File: src/rtl/dispatch_stage_pkg.sv
// Shared types and sizing for the dispatch stage and its producer table.
// Global RS slot = fu*RS_ENTRIES + entry.
package dispatch_stage_pkg;

    localparam int CORE_NUM_FUS    = 2;
    localparam int CORE_RS_ENTRIES = 8;
    localparam int CORE_NUM_PREGS  = 64;

    localparam int PREG_W    = $clog2(CORE_NUM_PREGS);
    localparam int FU_W      = $clog2(CORE_NUM_FUS);
    localparam int IDX_W     = $clog2(CORE_RS_ENTRIES);
    localparam int SLOT_W    = $clog2(CORE_RS_ENTRIES * CORE_NUM_FUS);
    localparam int NUM_SLOTS = CORE_RS_ENTRIES * CORE_NUM_FUS;

    typedef struct packed {
        logic              instr_valid;
        logic [7:0]        opcode;
        logic [PREG_W-1:0] dst_preg;
        logic [PREG_W-1:0] src1_preg;
        logic [PREG_W-1:0] src2_preg;
        logic [15:0]       imm;
    } disp_packet_t;

    typedef struct packed {
        logic              valid;
        logic [SLOT_W-1:0] slot;
    } producer_entry_t;

    function automatic logic [SLOT_W-1:0] make_slot(input logic [FU_W-1:0]  fu,
                                                    input logic [IDX_W-1:0] idx);
        return SLOT_W'(fu) * SLOT_W'(CORE_RS_ENTRIES) + SLOT_W'(idx);
    endfunction

endpackage

File: src/rtl/dispatch_stage_if.sv
// Rename-side and scheduler-side signals of the dispatch stage.
// slave is the dispatch stage's view; master is the surrounding pipeline's view.
interface dispatch_stage_if #(
    parameter int NUM_FUS    = dispatch_stage_pkg::CORE_NUM_FUS,
    parameter int RS_ENTRIES = dispatch_stage_pkg::CORE_RS_ENTRIES,
    parameter int PERF_W     = 16
);
    localparam int FU_W      = $clog2(NUM_FUS);
    localparam int IDX_W     = $clog2(RS_ENTRIES);
    localparam int NUM_SLOTS = NUM_FUS * RS_ENTRIES;

    logic                               flush;
    logic                               in_valid;
    logic                               in_ready;
    dispatch_stage_pkg::disp_packet_t   in_pkt;
    logic [FU_W-1:0]                    in_fu_sel;
    logic [NUM_FUS-1:0]                 disp_valid;
    dispatch_stage_pkg::disp_packet_t   disp_pkt;
    logic [NUM_SLOTS-1:0]               dependency_mask;
    logic [NUM_FUS-1:0]                 rs_full;
    logic [NUM_FUS*IDX_W-1:0]           rs_entry_idx;
    logic [NUM_SLOTS-1:0]               global_ready_mask;
    logic [PERF_W-1:0]                  stall_count;

    modport master (
        output flush, in_valid, in_pkt, in_fu_sel, rs_full, rs_entry_idx, global_ready_mask,
        input  in_ready, disp_valid, disp_pkt, dependency_mask, stall_count
    );

    modport slave (
        input  flush, in_valid, in_pkt, in_fu_sel, rs_full, rs_entry_idx, global_ready_mask,
        output in_ready, disp_valid, disp_pkt, dependency_mask, stall_count
    );

endinterface

File: src/rtl/dispatch_stage_producer_table.sv
// Per-preg record of the RS slot producing it: 2 async read ports, 1 write port, mask clear.
// A write beats a same-edge clear of the same entry; flush invalidates everything.
module producer_table
    import dispatch_stage_pkg::*;
#(
    parameter int NUM_PREGS = CORE_NUM_PREGS,
    parameter int NUM_SLOTS = CORE_NUM_FUS * CORE_RS_ENTRIES
) (
    input  logic                 clk,
    input  logic                 rst,
    input  logic                 i_flush,
    input  logic [NUM_SLOTS-1:0] i_clr_mask,
    input  logic                 i_wr_en,
    input  logic [PREG_W-1:0]    i_wr_addr,
    input  logic [SLOT_W-1:0]    i_wr_slot,
    input  logic [PREG_W-1:0]    i_rd0_addr,
    input  logic [PREG_W-1:0]    i_rd1_addr,
    output producer_entry_t      o_rd0,
    output producer_entry_t      o_rd1
);

    producer_entry_t r_tab [NUM_PREGS];

    always_ff @(posedge clk or posedge rst) begin
        if (rst) begin
            for (int i = 0; i < NUM_PREGS; i++) begin
                r_tab[i] <= '0;
            end
        end else if (i_flush) begin
            for (int i = 0; i < NUM_PREGS; i++) begin
                r_tab[i] <= '0;
            end
        end else begin
            for (int i = 0; i < NUM_PREGS; i++) begin
                if (r_tab[i].valid && i_clr_mask[r_tab[i].slot]) begin
                    r_tab[i].valid <= 1'b0;
                end
            end
            // Issued after the clears so the new producer survives a same-edge wakeup.
            if (i_wr_en) begin
                r_tab[i_wr_addr] <= '{valid: 1'b1, slot: i_wr_slot};
            end
        end
    end

    assign o_rd0 = r_tab[i_rd0_addr];
    assign o_rd1 = r_tab[i_rd1_addr];

endmodule

File: src/rtl/dispatch_stage.sv
// Single-register dispatch stage: looks up source producers and strobes the selected scheduler.
// Full throughput; holds the packet stable while the target scheduler reports full.
module dispatch_stage
    import dispatch_stage_pkg::*;
#(
    parameter int NUM_FUS    = CORE_NUM_FUS,
    parameter int RS_ENTRIES = CORE_RS_ENTRIES,
    parameter int NUM_PREGS  = CORE_NUM_PREGS,
    parameter int PERF_W     = 16
) (
    input  logic             clk,
    input  logic             rst,
    dispatch_stage_if.slave  bus
);

    localparam int NUM_SLOTS = NUM_FUS * RS_ENTRIES;

    logic                  r_out_vld;
    disp_packet_t          r_out_pkt;
    logic [FU_W-1:0]       r_out_fu;
    logic [PERF_W-1:0]     r_stall_cnt;

    logic                  w_full_sel;
    logic                  w_accept;
    logic                  w_stall;
    logic                  w_load;
    logic                  w_wr_en;
    logic [IDX_W-1:0]      w_alloc_idx;
    producer_entry_t       w_src1;
    producer_entry_t       w_src2;
    logic [NUM_SLOTS-1:0]  w_dep_mask;
    logic [NUM_FUS-1:0]    w_disp_valid;

    assign w_full_sel  = bus.rs_full[r_out_fu];
    assign w_accept    = r_out_vld && !w_full_sel;
    assign w_stall     = r_out_vld && w_full_sel;
    assign w_load      = bus.in_valid && bus.in_ready;
    assign w_alloc_idx = bus.rs_entry_idx[r_out_fu*IDX_W +: IDX_W];
    assign w_wr_en     = w_accept && (r_out_pkt.dst_preg != '0);

    assign bus.in_ready        = !r_out_vld || w_accept;
    assign bus.disp_pkt        = r_out_pkt;
    assign bus.dependency_mask = w_dep_mask;
    assign bus.disp_valid      = w_disp_valid;
    assign bus.stall_count     = r_stall_cnt;

    always_ff @(posedge clk or posedge rst) begin
        if (rst) begin
            r_out_vld <= 1'b0;
            r_out_pkt <= '0;
            r_out_fu  <= '0;
        end else if (bus.flush) begin
            r_out_vld <= 1'b0;
        end else if (w_load) begin
            r_out_vld <= 1'b1;
            r_out_pkt <= bus.in_pkt;
            r_out_fu  <= bus.in_fu_sel;
        end else if (w_accept) begin
            r_out_vld <= 1'b0;
        end
    end

    // Performance counter survives flush so stalls across a mispredict stay visible.
    always_ff @(posedge clk or posedge rst) begin
        if (rst) begin
            r_stall_cnt <= '0;
        end else if (w_stall && (r_stall_cnt != '1)) begin
            r_stall_cnt <= r_stall_cnt + 1'b1;
        end
    end

    producer_table #(
        .NUM_PREGS (NUM_PREGS),
        .NUM_SLOTS (NUM_SLOTS)
    ) u_producer_table (
        .clk        (clk),
        .rst        (rst),
        .i_flush    (bus.flush),
        .i_clr_mask (bus.global_ready_mask),
        .i_wr_en    (w_wr_en),
        .i_wr_addr  (r_out_pkt.dst_preg),
        .i_wr_slot  (make_slot(r_out_fu, w_alloc_idx)),
        .i_rd0_addr (r_out_pkt.src1_preg),
        .i_rd1_addr (r_out_pkt.src2_preg),
        .o_rd0      (w_src1),
        .o_rd1      (w_src2)
    );

    // Ready-mask bypass covers the producer waking up in this very cycle.
    always_comb begin
        w_dep_mask = '0;
        if (w_src1.valid && (r_out_pkt.src1_preg != '0) && !bus.global_ready_mask[w_src1.slot]) begin
            w_dep_mask[w_src1.slot] = 1'b1;
        end
        if (w_src2.valid && (r_out_pkt.src2_preg != '0) && !bus.global_ready_mask[w_src2.slot]) begin
            w_dep_mask[w_src2.slot] = 1'b1;
        end
    end

    always_comb begin
        w_disp_valid = '0;
        if (w_accept) begin
            w_disp_valid[r_out_fu] = 1'b1;
        end
    end

    a_fu_legal: assert property (@(posedge clk) disable iff (rst)
        r_out_vld |-> (int'(r_out_fu) < NUM_FUS));

endmodule

File: src/flat_wrapper.sv
// flat-port wrapper written by rule: the top's interface ports become plain ports
module dispatch_stage_flat import dispatch_stage_pkg::*;
#(
    parameter int NUM_FUS    = CORE_NUM_FUS,
    parameter int RS_ENTRIES = CORE_RS_ENTRIES,
    parameter int NUM_PREGS  = CORE_NUM_PREGS,
    parameter int PERF_W     = 16
)
  (clk, rst, bus_flush, bus_in_valid, bus_in_pkt, bus_in_fu_sel, bus_rs_full, bus_rs_entry_idx, bus_global_ready_mask, bus_in_ready, bus_disp_valid, bus_disp_pkt, bus_dependency_mask, bus_stall_count);
  dispatch_stage_if #(.NUM_FUS(NUM_FUS), .RS_ENTRIES(RS_ENTRIES), .PERF_W(PERF_W)) bus_i ();
  input  logic clk;
  input  logic rst;
  input wire logic [$bits(bus_i.flush)-1:0] bus_flush;
  input wire logic [$bits(bus_i.in_valid)-1:0] bus_in_valid;
  input wire logic [$bits(bus_i.in_pkt)-1:0] bus_in_pkt;
  input wire logic [$bits(bus_i.in_fu_sel)-1:0] bus_in_fu_sel;
  input wire logic [$bits(bus_i.rs_full)-1:0] bus_rs_full;
  input wire logic [$bits(bus_i.rs_entry_idx)-1:0] bus_rs_entry_idx;
  input wire logic [$bits(bus_i.global_ready_mask)-1:0] bus_global_ready_mask;
  output wire logic [$bits(bus_i.in_ready)-1:0] bus_in_ready;
  output wire logic [$bits(bus_i.disp_valid)-1:0] bus_disp_valid;
  output wire logic [$bits(bus_i.disp_pkt)-1:0] bus_disp_pkt;
  output wire logic [$bits(bus_i.dependency_mask)-1:0] bus_dependency_mask;
  output wire logic [$bits(bus_i.stall_count)-1:0] bus_stall_count;
  assign bus_i.flush = bus_flush;
  assign bus_i.in_valid = bus_in_valid;
  assign bus_i.in_pkt = bus_in_pkt;
  assign bus_i.in_fu_sel = bus_in_fu_sel;
  assign bus_i.rs_full = bus_rs_full;
  assign bus_i.rs_entry_idx = bus_rs_entry_idx;
  assign bus_i.global_ready_mask = bus_global_ready_mask;
  assign bus_in_ready = bus_i.in_ready;
  assign bus_disp_valid = bus_i.disp_valid;
  assign bus_disp_pkt = bus_i.disp_pkt;
  assign bus_dependency_mask = bus_i.dependency_mask;
  assign bus_stall_count = bus_i.stall_count;
  dispatch_stage #(.NUM_FUS(NUM_FUS), .RS_ENTRIES(RS_ENTRIES), .NUM_PREGS(NUM_PREGS), .PERF_W(PERF_W)) u_core (.clk(clk), .rst(rst), .bus(bus_i));
endmodule
File: config.mk
export PLATFORM = sky130hd
export DESIGN_NAME = dispatch_stage_flat
export DESIGN_NICKNAME = d
export VERILOG_FILES = /design/src/rtl/dispatch_stage_pkg.sv /design/src/rtl/dispatch_stage_if.sv /design/src/rtl/dispatch_stage_producer_table.sv /design/src/rtl/dispatch_stage.sv /design/src/flat_wrapper.sv
export SDC_FILE = /design/constraint.sdc
export NUM_CORES = 1
export LEC_CHECK = 0
export CAP_MARGIN = 30
export CELL_PAD_IN_SITES_DETAIL_PLACEMENT = 1
export CELL_PAD_IN_SITES_GLOBAL_PLACEMENT = 1
export CORE_MARGIN = 5
export CORE_UTILIZATION = 49
export DETAILED_ROUTE_END_ITERATION = 8
export DONT_BUFFER_PORTS = 1
export PLACE_DENSITY_LB_ADDON = 0.1
export SLEW_MARGIN = 30
export SYNTH_ARGS = -nofsm -noshare
export SYNTH_HDL_FRONTEND = slang
export SYNTH_SLANG_ARGS = --single-unit
export TNS_END_PERCENT = 100
File: constraint.sdc
create_clock -name clk -period 25.1 [get_ports clk]
set_input_delay 3.765 -clock clk [delete_from_list [all_inputs] [get_ports clk]]
set_output_delay 3.765 -clock clk [all_outputs]
set_load 0.01 [all_outputs]
After elaboration in Yosys (flattened, before gate mapping)
Cells that the tools add are included.
{"block": "word_totals", "output_inout_bits": 78, "wordCells": 594, "regBits": 381}
{"block": "op_classes", "bitwise_logic": 5, "mux": 285, "eq_ne": 1, "order_cmp": 74, "n_addsub": 2, "shift": 1, "mul": 1, "n_reduce_logical": 88}
{"op": "320-bit 2-to-1 mux", "count": 2}
{"op": "4-bit by 5-bit < comparator with 1-bit output, second input constant", "count": 66}
{"op": "320-bit bitwise mux", "count": 1}
{"op": "1-bit binary-select mux with 4-bit select", "count": 66}
{"op": "1-bit 2-to-1 mux", "count": 202}
{"op": "1-bit logical AND", "count": 77}
{"op": "5-bit binary-select mux with 6-bit select", "count": 2}
{"op": "16-bit 2-to-1 mux", "count": 2}
{"op": "5-bit demux with 6-bit select", "count": 1}
{"op": "5-bit 2-to-1 mux", "count": 5}
{"op": "7-bit >= comparator, second input constant", "count": 3}
{"op": "6-bit inverter with 7-bit output", "count": 3}
{"op": "6-bit nonzero test", "count": 3}
{"op": "16-bit by 1-bit adder with 16-bit output, second input constant", "count": 1}
{"op": "16-bit inequality test, second input constant", "count": 1}
{"op": "16-bit OR", "count": 1}
{"op": "1-bit demux with 4-bit select", "count": 2}
{"op": "4-bit by 1-bit >= comparator with 1-bit output, second input constant", "count": 2}
{"op": "7-bit by 1-bit < comparator with 1-bit output, second input constant", "count": 1}
{"op": "6-bit by 4-bit variable part select with 3-bit output", "count": 1}
{"op": "4-bit by 3-bit adder with 4-bit output", "count": 1}
{"op": "1-bit logical NOT", "count": 4}
{"op": "1-bit by 2-bit multiplier with 3-bit output, second input constant", "count": 1}
{"op": "3-bit nonzero test", "count": 1}
{"op": "other kinds (8)", "count": 8}

Logic depth before layout (Yosys ltp)
{"block": "depth", "depth_word": 11, "depth_mapped": 12}

By module
A second synthesis with hierarchy kept.
{"block": "hier_totals", "hier_cells": 2649, "hier_area_um2": 29886.2}
{"mod": "producer_table", "n_inst": 1, "area_each_um2": 26800.7, "seq_area_each_um2": 8007.7, "cells_each": 2388}
{"mod": "dispatch_stage", "n_inst": 1, "area_each_um2": 3085.5, "seq_area_each_um2": 1526.5, "cells_each": 261}

Worst setup path after synthesis
No wires, ideal clock.
{"block": "synth_path", "kind": "input port to output port", "startpoint": "input bus_global_ready_mask[2]", "endpoint": "output bus_dependency_mask[2]", "t_required_ns": 21.335, "setup_slack_ns": 16.919, "path_stages": 3, "arrival_ns": 4.416, "path_buffers": 2, "cell_sequence": "clkbuf_1 > clkbuf_1 > o21ba_1"}
{"block": "synth_via", "elab_chain_len": 7}
{"item": "start: declaration", "line_no": "flat_wrapper.sv:19", "rtl": "input wire logic [$bits(bus_i.global_ready_mask)-1:0] bus_global_ready_mask;"}
{"item": "1-bit binary-select mux with 4-bit select", "line_no": "dispatch_stage.sv:92", "rtl": "if (w_src1.valid && (r_out_pkt.src1_preg != '0) && !bus.global_ready_mask[w_src1.slot]) begin"}
{"item": "1-bit 2-to-1 mux (implied by the code)", "line_no": "dispatch_stage.sv:92"}
{"item": "1-bit logical NOT", "line_no": "dispatch_stage.sv:92"}
{"item": "1-bit logical AND", "line_no": "dispatch_stage.sv:92"}
{"item": "16-bit 2-to-1 mux", "line_no": "dispatch_stage.sv:92"}
{"item": "16-bit OR (no source line)"}
{"item": "16-bit 2-to-1 mux *", "line_no": "dispatch_stage.sv:95", "rtl": "if (w_src2.valid && (r_out_pkt.src2_preg != '0) && !bus.global_ready_mask[w_src2.slot]) begin"}
{"item": "end: declaration", "line_no": "flat_wrapper.sv:23", "rtl": "output wire logic [$bits(bus_i.dependency_mask)-1:0] bus_dependency_mask;"}
Mark *: on every way between the ends. The rest lies on a longest branch, timed or not. The select of a mux whose other input is x is not followed.

Final worst setup path
{"block": "layout_path", "startpoint": "register u_core.r_out_pkt, in the netlist u_core.bus.disp_pkt[16]", "endpoint": "output bus_dependency_mask[7]"}
{"block": "layout_via", "elab_chain_len": 10}
{"item": "start: declaration", "line_no": "dispatch_stage.sv:19", "rtl": "disp_packet_t r_out_pkt;"}
{"item": "start signal: assignment", "line_no": "dispatch_stage.sv:56", "rtl": "r_out_pkt <= bus.in_pkt;"}
{"item": "6-bit inverter with 7-bit output (implied by the code)", "line_no": "dispatch_stage_producer_table.sv:47", "rtl": "assign o_rd1 = r_tab[i_rd1_addr];"}
{"item": "5-bit binary-select mux with 6-bit select", "line_no": "dispatch_stage_producer_table.sv:47"}
{"item": "5-bit 2-to-1 mux (implied by the code) (2 in a row)", "line_no": "dispatch_stage_producer_table.sv:47"}
{"item": "4-bit by 5-bit < comparator with 1-bit output (implied by the code) or 4-bit by 1-bit >= comparator with 1-bit output (tied branches)", "line_no": "dispatch_stage.sv:96", "rtl": "w_dep_mask[w_src2.slot] = 1'b1;"}
{"item": "1-bit logical AND (implied by the code)", "line_no": "dispatch_stage.sv:96"}
{"item": "1-bit 2-to-1 mux (implied by the code)", "line_no": "dispatch_stage.sv:96"}
{"item": "1-bit demux with 4-bit select"}
{"item": "16-bit OR (no source line)"}
{"item": "16-bit 2-to-1 mux *", "line_no": "dispatch_stage.sv:95"}
Marked as above.

==> reports/qor.txt <==
status - completed
critical path required time - 21330 ps
Synth Instances - 2338
Worst Setup Path Type - reg2out
Slew HR - 31.28%
area leader, netlist - mux4_2
worst r2r dst - u_core.bus.stall_count[15]$_DFFE_PP0P_
share of the synthesized area in the top cell type - 36.21%
CP cell instances - buf_4 > mux4_1 > mux4_2 > o22ai_1 > a31oi_1 > nor3_4 > or4b_1 > a21oi_1
Die Footprint - 63990 µm²
Hold Buf Count CTS - 0
Reg2Reg Depth - 7
gr usage total - 33.55%
drt drc - 0
Startpoint Class - register
RR Startpoint - u_core.r_out_fu$_DFFE_PP0P_
DR iter-0 viols - 2818
Starting Density - 49.19%
Avg Synthesized Cell Area - 12.37 µm²
Area contributors post-synth - mux4_2 (36%), dfrtp_1 (33%), nand3b_1 (5.1%), o21ai_0 (3.3%), clkbuf_1 (3.2%)
CTS tree - done
worst-path fanout max - 47
First-pass DRT Iterations - 6
# H-tree levels - 2
drt via density - 7.847
async set-reset flop share out of synthesis - 100.0%
Post-Syn Nets - 2411
first-pass GRT wire length - 161800 µm
hold path endpoint - u_core.bus.disp_pkt[26]$_DFFE_PP0P_
delay of the slowest critical-path stage - 980 ps
Clk Tree Root Cell - clkbuf_16
Setup Buffers After CTS - 0
Fin Setup TNS - 0 ps
utilization after layout - 51.87%
Hold Path Origin - u_core.bus.disp_pkt[26]$_DFFE_PP0P_
CP Capture Type - output port
final critical-path share of the clock period - 35.94%
routing usage on met1 - 46.00%
Area Growth Syn to Fin - 5.437%
final net count - 2169
Main synth FF type - dfrtp_1
reg2reg setup slack - 22240 ps
Avg WL per Cell - 37.14 µm
met2 Resource Use GR - 51.25%
Port Buffers - 0
vias - 22810
hold crit path type - reg2reg
post-route ant nets - 0
initial antenna violation count - 1
Pleak - 0.01069 µW
global routing's busiest layer - met2
Ys Warns - 0
CTS resizes - 0
largest net degree at the start of global routing - 326
CTS max path bufs - 3
Final min period - 9021 ps
FMAX - 0.1109 GHz
RSZ-0062 raised after global routing - no
IO Pins - 150
core area - 58800 µm²
Fillers - 5792
final wirelength - 108000 µm
DP HPWL - 61890 µm
Inserted Clock Buffers - 45
CTS sink cnt - 381
Netlist Area Pre-Place - 28920 µm²
worst clock skew - 23.43 ps
met3 usage - 9.593%
vias in the first global route - 23800
Final Setup Violations - 0
Worst-Skew Late Latency - 600 ps
EDFF count, synth - 0
die height - 253.0 µm
Pins Over Slew Limit - 0
sequential cell area - 9553 µm²
Seq/Total Area, Yosys - 32.96%
Multi-input gate area - 17990 µm²
Rows - 89
max cap viols - 0
layout cells sized above 1 - 31.21%
GP Congestion - 0.9064
measured slew at the worst slew-check pin - 1031 ps
final hold violations - 0
die width - 253.0 µm
Netlist cell types - 75
hold depth - 1
Pwr Density - 57.06 nW/µm²
worst path arrival time - 5260 ps
total grt overflow - 0
clock transition at the registers of the reported paths - 60 ps
flops & latches, synth - 381
VDD IR max - 0.05456 mV
Crit-path slowest cell - dfrtp_4
==> worst max-delay path by stage <==
| stage | from | to | slack [ps] | depth (start not counted) |
|---|---|---|---|---|
| 6_report | u_core.bus.disp_pkt[16]$_DFFE_PP0P_ | bus_dependency_mask[7] | 16080 | 8 |
| 5_1_grt | u_core.bus.disp_pkt[16]$_DFFE_PP0P_ | bus_dependency_mask[5] | 15870 | 8 |
| 4_1_cts | u_core.bus.disp_pkt[16]$_DFFE_PP0P_ | bus_dependency_mask[7] | 16030 | 8 |
| 3_5_place_dp | u_core.bus.disp_pkt[16]$_DFFE_PP0P_ | bus_dependency_mask[7] | 16670 | 8 |
| 3_3_place_gp | u_core.bus.disp_pkt[16]$_DFFE_PP0P_ | bus_dependency_mask[4] | 16640 | 7 |
| 2_1_floorplan | rst | u_core.bus.disp_pkt[0]$_DFFE_PP0P_ | 10750 | 1 |
==> report_power, final <==
group / total [µW] / internal [µW] / switching [µW]
Sequential: 689 / 634 / 55.0
Clock: 722 / 438 / 284
Combinational: 330 / 136 / 194
Total: 1740 / 1210 / 533
==> critical path: cells and delay by family (launching register included) <==
kind            cells  cell delay (ps)
mux                 2             1160
flops               1              980
simple gates        2              870
buf+inv             1              800
compound gates      3              730
==> cells in the final DEF, fill, tap and decap left out, types with 7 or more instances in the layout <==
cell and count:
mux4_2 465, dfrtp_1 374, nand3b_1 197, o21ai_0 193
nand2_1 151, a21oi_1 146, nand3_1 80, nand2b_1 70
mux2i_1 62, mux2_2 55, clkbuf_16 47, buf_4 34
nor2_1 22, o221ai_1 16, nor2b_1 14, xnor2_1 12
nor3_1 10, nand4_1 10, a22oi_1 9, clkbuf_1 9
mux4_1 8, clkbuf_8 8, bufinv_16 7
==> registers in the layout, indices dropped and copies added (netlist names) <==
signal	flops
u_core.bus.stall_count	16
u_core.bus.disp_pkt	43
u_core.u_producer_table.r_tab	320
u_core.r_out_fu	1
u_core.r_out_vld	1
==> through the flow <==
stage               cell area [µm²]  setup WS (ps)  total power (µW)  hold slack [ps]  std cells
finish                        30500          16080              1740            522.8       2907
global route                  30490          15870              1797            532.5       2905
CTS                           30420          16030              1744            520.3       2902
detailed placement            28820          16670              1022            508.9       2820
global placement              28810          16640              1012            496.6       2820
floorplan                     28920          10750             944.2            503.8       2338
==> metal layers <==
metal / vias to the layer above / share of wire (%)
met5: - / 0
met3: 295 / 13
met1: 12060 / 37
met2: 1747 / 46
li1: 8713 / -
met4: 0 / 4.1
==> kinds of logic (layout without fill, tap and decap cells) <==
kind of cell               count (synthesis)  in the layout  synth area share, %
and+or+nand+nor                          604            604                12.34
muxes                                    591            591                41.26
AOI/OAI and AO/OA                        411            411                7.951
DFF                                      381            381                32.96
buffers and inverters                    335            128                4.988
xor gates and xnor gates                  15             15               0.4542
adders and majority gates                  1              1              0.04325
other                                      0              3                    0
==> cell type report <==
type / count / area share, %
multi-input cells: 1622 / 58.98
flip-flops and latches: 381 / 31.32
clock buffers: 64 / 4.328
well taps: 773 / 3.171
repair buffers: 39 / 1.128
clock inverters: 18 / 0.9149
inverters: 7 / 0.1272
diodes: 3 / 0.02462
==> cell usage after synthesis, types with 3 or more instances <==
library cell  count
or2_2             5
buf_6            15
buf_1            41
mux2_2           55
a22oi_1           9
a221oi_1          3
nor3b_1           7
a31o_1            3
nor3_1           11
mux4_1            8
nand3b_1        197
xnor2_1          12
and3_1            3
mux4_2          465
nand2_1         151
o21ai_1           4
o21ai_0         193
and4_1            5
a31oi_1           4
buf_2            18
and3b_1           4
o22ai_1           4
and2_1            4
nand2b_1         70
nor2_1           22
a21oi_1         146
buf_4             9
dfrtp_1         381
nand3_1          80
mux2i_1          62
o221ai_1         16
inv_1             5
nor2b_1          14
xor2_1            3
nand4b_1          6
clkbuf_1        244
nand4_1          10
Power figures use the tool's default switching activity.
==> edit 1 (config.mk and constraints unchanged) <==
Change the package constant `CORE_NUM_PREGS` from 64 to 32.
--- a/src/rtl/dispatch_stage_pkg.sv
+++ b/src/rtl/dispatch_stage_pkg.sv
@@ -6,3 +6,3 @@
     localparam int CORE_RS_ENTRIES = 8;
-    localparam int CORE_NUM_PREGS  = 64;
+    localparam int CORE_NUM_PREGS  = 32;
 
Ports: changed (resized bus_disp_pkt and bus_in_pkt); port bits go from 150 to 144. The function was not compared with the original's and may differ.
==> edit 1 against the original RTL <==
  * Clock power down 46%
  * Synthesized area down 46%
  * Design area decreased by 46%
  * Worst setup slack better by 0.79 ns
  * Sequential cell count down 164
  * Power fell by 44%
  * Wire length down 51%
  * Highest routed layer is now met5
==> edit 1: results (changes against the original RTL) <==
h-tree-depth: 1  # -1
clock_skew_ns: 0.0205  # -0.00289 ns
crit_family: "compound AO/OA/AOI/OAI gates"
placed_area_um2: 15600  # -46%
grt_first_pass_wirelength_um: 81200  # -50%
dr_wl_met2_um: 24900  # -50%
dr.max_layer_used: "met5"
yosysSeqAreaShare_pct: 34.8  # +1.9 points
cts_buffers: 26  # -42%
grt_pass1_vias: 12300  # -48%
use_met1_pct: 41.9  # -4.1 points
grt_max_degree: 165  # -49%
synth_common_cells: "mux4_2 (223), dfrtp_1 (217), clkbuf_1 (128), nand2_1 (101), nand3b_1 (96)"
drt_pass1_iterations: 5  # -1
reg2reg_to: "u_core.u_producer_table.r_tab[150]"
met2_usage_pct: 46.5  # -4.7 points
drive_above_1_share_pct: 26.1  # -5.1 points
largest_reg_flops: 159  # -50%
startpoint: "bus_global_ready_mask[10]"
status: "finished, final reports clean"
gp_congestion: 0.905  # -0.21%
timing.hold.ws_ns: 0.521  # -0.00194 ns
drt-total-wl_um: 53200  # -51%
endpoint: "bus_dependency_mask[6]"
yosysUniqueCellTypes: 61  # -19%
die_x_um: 188  # -26%
synth_nets: 1364  # -43%
rrSetupSlack_ns: 21.93  # -0.31 ns
power_frac_clock_pct: 40.0  # -1.5 points
avgViaCountPerCell: 7.56  # -3.7%
synth_area_leaders: "dfrtp_1 (35%), mux4_2 (32%), nand3b_1 (4.6%), clkbuf_1 (3.1%), mux2i_1 (2.6%)"
worstHoldStart: "u_core.bus.disp_pkt[17]"
leakagePower_nw: 5.91  # -45%
[edit 1: kinds of logic after synthesis]
logic type	Yosys count	share of synthesized area, %
multiplexers	319	38.8
AO/OA/AOI/OAI	221	8.28
buffers and inverters	164	4.39
AND/OR/NAND/NOR	357	12.8
adder cells (fa/ha/maj)	1	0.0802
XOR/XNOR	15	0.842
flip-flops	217	34.8
[edit 1: stage by stage]
step           utilization, %  setup WS [ns]
4_1_cts                  52.5          16.90
3_3_place_gp             49.6          16.90
3_5_place_dp             49.6          16.90
2_1_floorplan               -          15.40
5_1_grt                  52.5          16.82
6_report                 52.5          16.87
[edit 1: area by class of cell]
cell class,instances,area [um^2]
Timing Repair Buffer,17,140
Clock inverter,8,118
Sequential cell,217,5440
Clock buffer,39,769
Multi-Input combinational cell,913,9490
Inverter,12,58.8
Fill cell,3167,15000
Tap cell,402,503
==> edit 2 (config.mk and constraints unchanged) <==
Made on the original files. Make the reset (`rst`) synchronous in 3 clocked blocks. Comments in the files are not updated.
--- a/src/rtl/dispatch_stage_producer_table.sv
+++ b/src/rtl/dispatch_stage_producer_table.sv
@@ -23,3 +23,3 @@
 
-    always_ff @(posedge clk or posedge rst) begin
+    always_ff @(posedge clk) begin
         if (rst) begin
--- a/src/rtl/dispatch_stage.sv
+++ b/src/rtl/dispatch_stage.sv
@@ -46,3 +46,3 @@
 
-    always_ff @(posedge clk or posedge rst) begin
+    always_ff @(posedge clk) begin
         if (rst) begin
@@ -63,3 +63,3 @@
     // Performance counter survives flush so stalls across a mispredict stay visible.
-    always_ff @(posedge clk or posedge rst) begin
+    always_ff @(posedge clk) begin
         if (rst) begin
Check against the original RTL: not settled (the Yosys comparison gave no result); the edit may change what the design does.
==> edit 2 against the original RTL <==
  * Worst setup slack better by 0.15 ns
  * Synthesized area is 3.3% lower
  * Wire length fell by 5.9%
  * Power fell by 3.6%
  * Design area shrank 3.1%
  * Synthesized cell count decreased by 5.1%
  * Sequential cell count up 12
  * Clock skew shrank 0.0068 ns
  * Sequential share of layout area grew 4.1 points
  * Critical endpoint is now bus_dependency_mask[0]
  * Highest routed layer unchanged
==> edit 2: results (changes against the original RTL) <==
cts_buffers: 44  # -2.2%
vias: 21400  # -6.4%
grt_pass1_vias: 21600  # -9.3%
post-place-ws_ns: 16.51  # -0.164 ns
grt_max_degree: 78  # -76%
nets: 2062  # -4.9%
status: "finished, final reports clean"
antenna_found_initial: 3  # +2
hold_depth: 2  # +1
drive_above_1_share_pct: 30.9  # -0.34 points
synth_common_cells: "mux4_2 (483), nand2_1 (307), clkbuf_1 (266), edfxtp_1 (256), nor2_1 (229)"
cp_slowest_stage_delay_ns: 0.84  # -0.14 ns
portBuffers: 0  # unchanged
vdd_drop_max_uv: 53.4  # -2.2%
hold_class: "flip-flop to flip-flop"
synth_area_leaders: "mux4_2 (39%), edfxtp_1 (27%), dfxtp_1 (9.8%), nand2_1 (4.1%), clkbuf_1 (3.6%)"
largest_reg_flops: 320  # unchanged
final_max_slew_viol_count: 0  # unchanged
path_clk_slew_ns: 0.06  # about the same
synthXorXnorAreaFrac_pct: 0.344  # -0.11 points
synth_fa_ha_area_share_pct: 0.0447  # +0.0015 points
syn-mean-instance-area_um2: 12.6  # +1.9%
h-tree-depth: 2  # unchanged
worstPathMaxFanout: 40  # -15%
dpl.hpwl_um: 65700  # +6.1%
top_register: "u_core.u_producer_table.r_tab"
synth_mux_area_share_pct: 40.7  # -0.59 points
dp_cells: 2698  # -4.3%
tightest_slew_ns: 1.03  # -0.00525 ns
placed_area_um2: 28000  # -2.9%
crit_family: "compound AO/OA/AOI/OAI gates"
clk_latency_ns: 0.60  # about the same
yosysSeqAreaShare_pct: 37.3  # +4.3 points
cts_max_path_buffers: 3  # unchanged
synth_compound_area_share_pct: 5.30  # -2.7 points
drt_pass1_iterations: 5  # -1
async_flop_share_pct: 0  # -100 points
fillers: 5566  # -3.9%
n_antenna_cell: 0  # -3
yosys_most_used_dff: "edfxtp_1"
ys_warn_count: 0  # unchanged
multi_input_area_um2: 16300  # -9.4%
cpMaxStageDelayCell: "dfxtp_4"
cts-resized-gates: 0  # unchanged
crit_arrival_ns: 5.10  # -0.16 ns
avgViaCountPerCell: 7.68  # -2.1%
yosysUniqueCellTypes: 74  # -1.3%
cts-root-buf: "clkbuf_16"
synth_edf_count: 256  # +256
reg2reg_depth: 7  # unchanged
grt_usage_pct: 32.2  # -1.3 points
leakagePower_nw: 9.52  # -11%
drt-total-wl_um: 102000  # -5.9%
clock_skew_ns: 0.0166  # -0.00680 ns
p_sw_mw: 0.443  # -17%
gp_congestion: 0.918  # +1.2%
drt-initial-drc-count: 2840  # +0.78%
grt_first_pass_wirelength_um: 151000  # -6.5%
==> edit 2: cell types whose count changed in the layout (fill, tap and decap cells not counted), moves of 130 or more <==
cell,before,now
dfrtp_1,374,0
dfxtp_1,0,130
edfxtp_1,0,256
nand2_1,151,307
nand3b_1,197,9
nor2_1,22,226
==> edit 2: power groups by stage <==
stage                     clock network (mW)  registers [mW]  logic (mW)
after floorplan                            0           0.739       0.212
after global placement                     0           0.771       0.228
after detailed placement                   0           0.773       0.232
after CTS                              0.687           0.759       0.234
after global routing                   0.715           0.763       0.247
final                                  0.679           0.760       0.237
==> edit 2: layer usage <==
metal	up-vias	part of all wire, %	GRT usage [%]
met5	-	0	0
met4	0	4.1	10.1
met3	271	14	8.58
met2	1734	46	49.5
met1	11100	37	45.5
li1	8253	-	-
==> edit 2: final timing paths <==
check                                                    startpoint                                   end  slack [ns]
worst min register to register  u_core.u_producer_table.r_tab[0][4]   u_core.u_producer_table.r_tab[0][4]        0.46
worst max-delay path                                      flip-flop                bus_dependency_mask[0]       16.23
worst max register to register              u_core.bus.disp_pkt[32]  u_core.u_producer_table.r_tab[54][2]       22.08
worst min-delay path            u_core.u_producer_table.r_tab[0][4]   u_core.u_producer_table.r_tab[0][4]        0.46
==> edit 2: cell families (layout without fill, tap and decap cells) <==
group,count (synthesis),after routing
adder cells (fa/ha/maj),1,1
buffers and inverters,327,131
AO/OA/AOI/OAI,235,235
AND/OR/NAND/NOR,719,719
other,1,4
multiplexers,531,531
XOR/XNOR,11,11
flip-flops,393,393
==> edit 2: worst min-delay path: stages, from the launching register on <==
cell     delay, ns
dfxtp_1       0.33
nand2_1       0.06
nor2_1        0.03
==> edit 2: area by class of cell <==
| class | count | share of cell area [%] |
|---|---|---|
| Multi-Input combinational cell | 1501 | 55.2 |
| Clock buffer | 59 | 4.26 |
| Clock inverter | 23 | 0.856 |
| Sequential cell | 393 | 35.4 |
| Tap cell | 756 | 3.20 |
| Timing Repair Buffer | 35 | 0.970 |
| Inverter | 14 | 0.178 |
